[src/rtl/mod_counter_pkg.sv]
// Shared types for the modulo-counter monitor: FSM states, step classes
// and the saturating error-counter helper.
package mod_counter_pkg;

    typedef enum logic [1:0] {
        ST_IDLE,
        ST_ACQ,
        ST_LOCKED
    } mon_state_t;

    typedef enum logic [2:0] {
        CLS_RANGE,
        CLS_HOLD,
        CLS_UP,
        CLS_DOWN,
        CLS_JUMP
    } step_class_t;

    localparam int ERR_CNT_W  = 8;
    localparam int GOOD_CNT_W = 4;

    function automatic logic [ERR_CNT_W-1:0] sat_inc(input logic [ERR_CNT_W-1:0] v);
        return (&v) ? v : v + ERR_CNT_W'(1);
    endfunction

endpackage

[src/rtl/mod_count_monitor_if.sv]
// Observation bus of the counter monitor: sampled counter in, status out.
interface mod_count_monitor_if #(parameter int W = 4);

    logic [W-1:0] count_in;
    logic         sample_en;
    logic         dir_out;
    logic         wrap_up;
    logic         wrap_dn;
    logic         err;
    logic         locked;
    logic [7:0]   err_cnt;

    modport master (
        output count_in, sample_en,
        input  dir_out, wrap_up, wrap_dn, err, locked, err_cnt
    );

    modport slave (
        input  count_in, sample_en,
        output dir_out, wrap_up, wrap_dn, err, locked, err_cnt
    );

endinterface

[src/rtl/mod_step_classify.sv]
// Combinational classifier of one counter step prev -> count_in modulo N.
module mod_step_classify
    import mod_counter_pkg::*;
#(
    parameter int N = 10,
    parameter int W = 4
) (
    input  logic [W-1:0] prev,
    input  logic [W-1:0] count_in,
    output step_class_t  step_class
);

    // N may equal 2^W, so the range bound needs one extra bit.
    localparam logic [W:0]   N_EXT = N[W:0];
    localparam logic [W-1:0] N_MAX = W'(N - 1);

    logic [W-1:0] up_exp;
    logic [W-1:0] dn_exp;

    always_comb begin
        up_exp = (prev == N_MAX) ? '0 : prev + W'(1);
        dn_exp = (prev == '0) ? N_MAX : prev - W'(1);
        if ({1'b0, count_in} >= N_EXT)
            step_class = CLS_RANGE;
        else if (count_in == prev)
            step_class = CLS_HOLD;
        else if (count_in == up_exp)
            step_class = CLS_UP;
        else if (count_in == dn_exp)
            step_class = CLS_DOWN;
        else
            step_class = CLS_JUMP;
    end

endmodule

[src/rtl/mod_count_monitor.sv]
// Watches a modulo-N counter, infers direction and wraps, locks after
// LOCK_LEN consecutive legal steps and counts illegal samples.
module mod_count_monitor
    import mod_counter_pkg::*;
#(
    parameter int N        = 10,
    parameter int W        = 4,
    parameter int LOCK_LEN = 3
) (
    input  logic                clk,
    input  logic                reset,
    mod_count_monitor_if.slave  mon
);

    localparam logic [W-1:0]          N_MAX    = W'(N - 1);
    localparam logic [GOOD_CNT_W-1:0] LOCK_CNT = GOOD_CNT_W'(LOCK_LEN);

    mon_state_t              state;
    step_class_t             cls;
    logic [W-1:0]            prev;
    logic [GOOD_CNT_W-1:0]   good_cnt;
    logic                    dir_r;
    logic                    wrap_up_r;
    logic                    wrap_dn_r;
    logic                    err_r;
    logic [ERR_CNT_W-1:0]    err_cnt_r;
    logic                    err_evt;

    mod_step_classify #(.N(N), .W(W)) u_classify (
        .prev       (prev),
        .count_in   (mon.count_in),
        .step_class (cls)
    );

    // Out-of-range is always an error; a jump only once locked.
    assign err_evt = mon.sample_en &&
                     (cls == CLS_RANGE || (state == ST_LOCKED && cls == CLS_JUMP));

    always_ff @(posedge clk or posedge reset) begin
        if (reset) begin
            state     <= ST_IDLE;
            prev      <= '0;
            good_cnt  <= '0;
            dir_r     <= 1'b1;
            wrap_up_r <= 1'b0;
            wrap_dn_r <= 1'b0;
            err_r     <= 1'b0;
            err_cnt_r <= '0;
        end else begin
            wrap_up_r <= 1'b0;
            wrap_dn_r <= 1'b0;
            err_r     <= err_evt;
            if (err_evt)
                err_cnt_r <= sat_inc(err_cnt_r);
            if (mon.sample_en) begin
                if (state != ST_IDLE) begin
                    if (cls == CLS_UP) begin
                        dir_r     <= 1'b1;
                        wrap_up_r <= (prev == N_MAX);
                    end
                    if (cls == CLS_DOWN) begin
                        dir_r     <= 1'b0;
                        wrap_dn_r <= (prev == '0);
                    end
                end
                case (state)
                    ST_IDLE: begin
                        if (cls != CLS_RANGE) begin
                            prev     <= mon.count_in;
                            good_cnt <= '0;
                            state    <= ST_ACQ;
                        end
                    end
                    ST_ACQ: begin
                        case (cls)
                            CLS_UP, CLS_DOWN, CLS_HOLD: begin
                                prev     <= mon.count_in;
                                good_cnt <= good_cnt + GOOD_CNT_W'(1);
                                if (good_cnt + GOOD_CNT_W'(1) == LOCK_CNT)
                                    state <= ST_LOCKED;
                            end
                            CLS_JUMP: begin
                                prev     <= mon.count_in;
                                good_cnt <= '0;
                            end
                            default: good_cnt <= '0;
                        endcase
                    end
                    ST_LOCKED: begin
                        case (cls)
                            CLS_UP, CLS_DOWN, CLS_HOLD: prev <= mon.count_in;
                            CLS_JUMP: begin
                                prev     <= mon.count_in;
                                good_cnt <= '0;
                                state    <= ST_ACQ;
                            end
                            default: begin
                                good_cnt <= '0;
                                state    <= ST_ACQ;
                            end
                        endcase
                    end
                    default: state <= ST_IDLE;
                endcase
            end
        end
    end

    assign mon.dir_out = dir_r;
    assign mon.wrap_up = wrap_up_r;
    assign mon.wrap_dn = wrap_dn_r;
    assign mon.err     = err_r;
    assign mon.locked  = (state == ST_LOCKED);
    assign mon.err_cnt = err_cnt_r;

endmodule

[src/flat_wrapper.sv]
// flat-port wrapper written by rule: the top's interface ports become plain ports
module mod_count_monitor_flat import mod_counter_pkg::*;
#(
    parameter int N        = 10,
    parameter int W        = 4,
    parameter int LOCK_LEN = 3
)
  (clk, reset, mon_count_in, mon_sample_en, mon_dir_out, mon_wrap_up, mon_wrap_dn, mon_err, mon_locked, mon_err_cnt);
  mod_count_monitor_if #(.W(W)) mon_i ();
  input  logic clk;
  input  logic reset;
  input wire logic [$bits(mon_i.count_in)-1:0] mon_count_in;
  input wire logic [$bits(mon_i.sample_en)-1:0] mon_sample_en;
  output wire logic [$bits(mon_i.dir_out)-1:0] mon_dir_out;
  output wire logic [$bits(mon_i.wrap_up)-1:0] mon_wrap_up;
  output wire logic [$bits(mon_i.wrap_dn)-1:0] mon_wrap_dn;
  output wire logic [$bits(mon_i.err)-1:0] mon_err;
  output wire logic [$bits(mon_i.locked)-1:0] mon_locked;
  output wire logic [$bits(mon_i.err_cnt)-1:0] mon_err_cnt;
  assign mon_i.count_in = mon_count_in;
  assign mon_i.sample_en = mon_sample_en;
  assign mon_dir_out = mon_i.dir_out;
  assign mon_wrap_up = mon_i.wrap_up;
  assign mon_wrap_dn = mon_i.wrap_dn;
  assign mon_err = mon_i.err;
  assign mon_locked = mon_i.locked;
  assign mon_err_cnt = mon_i.err_cnt;
  mod_count_monitor #(.N(N), .W(W), .LOCK_LEN(LOCK_LEN)) u_core (.clk(clk), .reset(reset), .mon(mon_i));
endmodule
[config.mk]
export PLATFORM = sky130hd
export DESIGN_NAME = mod_count_monitor_flat
export DESIGN_NICKNAME = d
export VERILOG_FILES = /design/src/rtl/mod_counter_pkg.sv /design/src/rtl/mod_count_monitor_if.sv /design/src/rtl/mod_step_classify.sv /design/src/rtl/mod_count_monitor.sv /design/src/flat_wrapper.sv
export SDC_FILE = /design/constraint.sdc
export NUM_CORES = 1
export LEC_CHECK = 0
export CORE_MARGIN = 8
export CORE_UTILIZATION = 25
export CTS_CLUSTER_DIAMETER = 100
export DETAILED_ROUTE_END_ITERATION = 10
export SLEW_MARGIN = 20
export SYNTH_ARGS = -nofsm -noshare
export SYNTH_HDL_FRONTEND = slang
export SYNTH_SLANG_ARGS = --single-unit
[constraint.sdc]
create_clock -name clk -period 3.01 [get_ports clk]
set_input_delay 0.7525 -clock clk [delete_from_list [all_inputs] [get_ports clk]]
set_output_delay 0.7525 -clock clk [all_outputs]
set_load 0.02 [all_outputs]
==> results of run 1 <==
## worst register-to-register path, delay by kind of cell (launching register included)
family / cells / cell delay [ns]
XOR/XNOR: 1 / 0.15
flip-flops: 1 / 0.50
AO/OA/AOI/OAI: 3 / 0.65
buffers and inverters: 1 / 0.19
AND/OR/NAND/NOR: 3 / 0.55
## cells in the mapped netlist (2+ instances only)
library cell  instances
xor2_1                8
nand4_1               2
nand3_1               9
buf_6                 2
xnor2_1               5
and4_1                2
o22ai_1               2
o21ai_0               6
nor4bb_1              2
a21o_1                2
nand2b_1              3
a21oi_1               2
mux2_2                5
clkbuf_1              2
nor2_1               11
dfrtp_1              21
nor4b_1               2
nand2_1               7
a211oi_1              2
inv_1                 8
mux2i_1               2
buf_4                 2
ha_1                  7
nor3_1                4
## area by class of cell
| class | instances | area (um^2) | area share |
|---|---|---|---|
| inverters | 8 | 30.0 | 0.0164 |
| clock buffers | 3 | 41.3 | 0.0225 |
| well taps | 75 | 93.8 | 0.0512 |
| repair buffers | 23 | 220 | 0.120 |
| clock inverters | 1 | 30.0 | 0.0164 |
| multi-input cells | 111 | 867 | 0.473 |
| flip-flops and latches | 22 | 552 | 0.301 |
## where the power goes
group | internal, uW | switching [uW]
clock network | 178 | 101
logic | 394 | 414
registers | 390 | 145
## stage by stage
stage	power [uW]	util	area (um^2)	worst slack (ns)	hold slack (ns)
after floorplan	1160	-	1500	0.580	0.496
after global placement	1350	0.301	1760	0.0664	0.482
after detailed placement	1360	0.301	1760	0.0703	0.490
after CTS	1650	0.314	1830	0.359	0.505
after global routing	1750	0.314	1830	0.185	0.526
final	1620	0.314	1830	0.355	0.498
## layout by cell type (no fill, tap or decap), types with 3 or more instances in the layout
master	instances
buf_4	4
ha_1	7
dfrtp_1	21
xnor2_1	5
clkbuf_8	3
o21ai_0	6
mux2_2	5
nand2b_1	3
inv_1	8
nor2_1	11
xor2_1	8
nor3_1	4
clkdlybuf4s50_1	19
nand3_1	9
nand2_1	7
## registers in the layout (all words and copies together) (netlist names)
name,count
u_core.mon.err_cnt,8
u_core.good_cnt,4
u_core.prev,4
u_core.state,2
u_core.mon.dir_out,1
u_core.mon.err,1
u_core.mon.wrap_dn,1
u_core.mon.wrap_up,1
## kinds of logic after synthesis
| family | count (synthesis) | share of synthesized area |
|---|---|---|
| and+or+nand+nor | 53 | 0.204 |
| AOI/OAI and AO/OA | 28 | 0.160 |
| DFF | 22 | 0.368 |
| xor gates and xnor gates | 15 | 0.0977 |
| buffers and inverters | 15 | 0.0534 |
| muxes | 8 | 0.0584 |
| adders and majority gates | 7 | 0.0584 |
## per-layer routing
metal  wire length, um  GRT usage
met5                 0          0
met4                43     0.0282
met3               155     0.0232
met2              1370      0.125
met1              1380     0.0797
## final timing paths
path | start | end | slack (ns) | cells past startpoint
worst max-delay path | mon_count_in[3] | u_core.mon.err_cnt[3] | 0.36 | 9
worst min-delay path | u_core.mon.err_cnt[7] | u_core.mon.err_cnt[7] | 0.50 | 1
worst max register to register | u_core.prev[3] | u_core.mon.err_cnt[3] | 0.90 | 8
worst min register to register | u_core.mon.err_cnt[7] | u_core.mon.err_cnt[7] | 0.50 | 1
max in group asynchronous | reset | u_core.mon.dir_out | 1.91 | 3
min in group asynchronous | reset | u_core.mon.err_cnt[7] | 0.82 | 3
==> results.ini, run 1 <==
[setup_path]
path_cells=clkdlybuf4s50_1 > and4_1 > nor3_1 > o221a_2 > a2bb2oi_4 > a31oi_4 > buf_4 > nor2_1 > xor2_1
crit_fanout=7
cp_slowest_cell=clkdlybuf4s50_1
crit_buf_inv=2
worstPathRequired_ns=3.20
critPathKind=input port to flip-flop
crit_path_max_incr_delay_ns=0.57
cp.arrival_ns=2.85
crit_path_end_kind=flip-flop
cp_top_family=buffers and inverters
start_kind=input port

[timing]
rsz0062_at_grt=no
slew_headroom=0.675
timing.final.crit_share=0.882
fmax_mhz=377
skew_ns=0.00173
worst_pin_slew_ns=0.486
min_period_ns=2.65
slew_violations=0
fin_tns_setup_ns=0
hold_viol_final=0
finalSetupViolCount=0

[logic_synthesis]
yosysSeqAreaShare=0.368
netlist_area_mm2=0.00150
synth_top_area_cell=dfrtp_1
synthFlopType=dfrtp_1
synth_top_area_frac=0.351
avgSynthCellArea_um2=10.1
netlist_instances=148
synth-seq-cells=22
yosysWarnings=0
synth_fp_nets=162
synth_edf_count=0
ys_types=54
async_flop_share=1.00
synth_area_leaders=dfrtp_1, ha_1, xor2_1, mux2_2, nand3_1

[global_routing]
antenna_found_initial=0
grt_pass1_vias=1144
grt_max_degree=23
track_usage=0.0720
grt_pass1_wl_mm=5.10
overflow=0

[power_and_ir_drop]
p_per_area_mw_per_mm2=884
peakVddDrop_v=0.000524
power.leakage_uw=0.000751

[final_layout]
drive_above_1_share=0.161
fillCellCount=595
stdcell_count=243
final_nets=183
syn2layout_area_growth_pct=22.4
diodes=0

[drt]
viasPerCell=4.58
antenna_left=0
route.detailed.drc=0
drtIter0Drc=34
drt_first_pass_iters=3
routed_wl_mm=2.95
wl_per_cell_um=12.1
vias=1113

[die]
dieArea_mm2=0.00873
dieWidth_um=93.4
boundaryPins=20
rows=28
die_h_um=93.4
initial_core_util=0.256
fp.coreArea_mm2=0.00585

[clocking]
hold_buffers=0
cts_inserted_buffers=3
htree_levels=1
clk_pin_slew_ns=0.08
cts_tree=done
cts.sinks=22
cts_setup_buffers=0
cts_resized=0
cts_root_buf=clkbuf_8
clockBufferDepth=2
clock_latency_ns=0.26

[placed_design]
hpwl_mm=2.27
portBuffers=19
place_congestion=0.770
dp_cells=239

[job]
max-cap-violations=0

[run_status]
status=finished clean

[hold_path]
min_path_type=flip-flop to flip-flop

Power figures use the tool's default switching activity.
==> inputs of run 2 (changes only) <==
CORE_UTILIZATION = 40   (was 25)
==> run 2 against run 1 <==
Global-route usage up 3.2 points; highest routed layer unchanged; combinational power grew 0.6%; critical endpoint is now u_core.mon.err_cnt[1]; final cell count down 12%; via count increased by 1.5%; worst setup slack worse by 0.070 ns; clock skew is 0.0015 ns higher; sequential power is essentially flat; utilization is 17 points higher; largest power group unchanged; power is 3.9% lower; largest cell class unchanged; critical path depth fell by 2; hold slack got worse by 0.0071 ns; non-clock buffer count decreased by 2.
==> results.ini, run 2 (synthesis results as in run 1) <==
[run_status]
status=finished clean

[final_layout]
mostFrequentLayoutCells=dfrtp_1, clkdlybuf4s50_1, nor2_1
fillCellCount=351  ; -41%
final_nets=181  ; -1.1%
largest_reg_flops=8  ; unchanged
diodes=0  ; unchanged
syn2layout_area_growth_pct=18.0
drive_above_1_share=0.151  ; -0.0101
design_area_mm2=0.00177  ; -3.5%
final_common_cell=dfrtp_1

[die]
dieWidth_um=77.2  ; -17%
boundaryPins=20  ; unchanged
die_h_um=77.2  ; -17%
dieArea_mm2=0.00596  ; -32%
rows=22  ; -21%
fp.coreArea_mm2=0.00363  ; -38%
initial_core_util=0.413  ; +0.156

[power_and_ir_drop]
seq_power_share=0.343  ; +0.013
p_clk_frac=0.135  ; -0.037
peakVddDrop_v=0.000501  ; -4.4%
pwr-share-comb=0.521  ; +0.023
p_per_area_mw_per_mm2=881  ; -0.36%
power.leakage_uw=0.000735  ; -2.2%
power_uw=1560  ; -3.9%
p_sw_frac=0.423  ; +0.0164
switchingPower_uw=660  ; about the same
power.internal_uw=899  ; -6.6%

[hold_path]
whs_path_depth=1  ; unchanged
min_path_type=flip-flop to flip-flop

[timing]
slew_violations=0  ; unchanged
worst_pin_slew_ns=0.865  ; +0.379 ns
rsz0062_at_grt=no
min_period_ns=2.72  ; +0.0699 ns
timing.final.crit_share=0.905  ; +0.0232
fin_tns_setup_ns=0  ; unchanged
hold_viol_final=0  ; unchanged
finalSetupViolCount=0  ; unchanged
slew_headroom=0.423  ; -0.252
skew_ns=0.00320  ; +0.00147 ns
fmax_mhz=367  ; -2.6%
setup_ws_ns=0.286  ; -0.0699 ns

[global_routing]
overflow=0  ; unchanged
grt_pass1_wl_mm=5.23  ; +2.6%
track_usage=0.104  ; +0.0315
grt_pass1_vias=1121  ; -2.0%
grt_max_degree=23  ; unchanged
antenna_found_initial=0  ; unchanged

[clocking]
cts_tree=done
cts.sinks=22  ; unchanged
cts_root_buf=clkbuf_8
clock_latency_ns=0.26  ; about the same
clockBufferDepth=2  ; unchanged
cts_setup_buffers=0  ; unchanged
hold_buffers=0  ; unchanged
clk_pin_slew_ns=0.08  ; about the same
htree_levels=1  ; unchanged
cts_resized=0  ; unchanged
cts_inserted_buffers=3  ; unchanged

[setup_path]
critPathKind=input port to flip-flop
crit_path_end_kind=flip-flop
cp.arrival_ns=2.87  ; +0.02 ns
start_kind=input port
crit_fanout=10  ; +3
r2r_cells=6  ; -2
worstPathRequired_ns=3.16  ; -0.04 ns

[placed_design]
pre_cts_ws_ns=0.0150  ; -0.0552 ns
hpwl_mm=2.25  ; -0.91%
place_area_mm2=0.00171  ; -2.8%
portBuffers=19  ; unchanged
place_congestion=0.819  ; +6.3%

[drt]
drtIter0Drc=14  ; -59%
drt_first_pass_iters=4  ; +1
viasPerCell=5.28  ; +15%
route.detailed.drc=0  ; unchanged
routed_wl_mm=2.97  ; +0.92%
wl_per_cell_um=13.9  ; +15%
vias=1130  ; +1.5%
antenna_left=0  ; unchanged

[job]
max-cap-violations=0  ; unchanged

run 2: cell types whose count changed in the layout (fill, tap and decap cells not counted), sizes merged:
| cell | previous run | this run |
|---|---|---|
| buf | 4 | 2 |
| bufinv | 1 | 0 |
| clkbuf | 3 | 4 |
run 2: worst paths after layout:
kind	from	to	slack [ns]
min in group asynchronous	reset	u_core.mon.err_cnt[2]	0.96
max in group asynchronous	reset	u_core.good_cnt[3]	1.51
min	u_core.mon.err_cnt[7]	u_core.mon.err_cnt[7]	0.49
max reg2reg	u_core.prev[3]	u_core.mon.err_cnt[1]	0.84
max	mon_count_in[1]	u_core.mon.err_cnt[1]	0.29
min reg2reg	u_core.mon.err_cnt[7]	u_core.mon.err_cnt[7]	0.49
run 2: area by class of cell:
class	instances	area [um^2]	area share
Tap cell	48	60.1	0.0339
Timing Repair Buffer	21	205	0.116
Multi-Input combinational cell	111	867	0.490
Inverter	8	30.0	0.0170
Sequential cell	22	552	0.312
Clock buffer	4	55.1	0.0311
run 2: routing by layer:
metal / global-route usage / up-vias / wire length, um
li1: - / 563 / -
met1: 0.127 / 546 / 1320
met2: 0.175 / 19 / 1540
met3: 0.0175 / 2 / 80
met4: 0.0396 / 0 / 34
met5: 0 / - / 0
run 2: metrics by stage:
step	hold WS, ns	util	std cells
floorplan	0.496	-	148
global placement	0.475	0.472	210
detailed placement	0.487	0.472	210
CTS	0.499	0.487	214
global route	0.529	0.487	214
finish	0.491	0.487	214
run 2: worst max-delay path: stages:
cell,delay (ns)
clkdlybuf4s50_1,0.55
nor4b_2,0.33
nor3_1,0.09
o221a_2,0.31
a2bb2oi_4,0.18
a31oi_4,0.30
mux2_1,0.35
run 2: power by group through the flow:
stage | combinational, uW | clock (uW) | sequential [uW]
floorplan | 638 | 0 | 526
detailed placement | 815 | 0 | 541
finish | 812 | 211 | 535
CTS | 824 | 222 | 534
global route | 893 | 234 | 555
global placement | 801 | 0 | 533
==> inputs of run 3 (changes only) <==
SLEW_MARGIN = unset   (was 20)
==> results of run 3 <==
No change in the layout: final DEF, timing and power equal those of run 2.
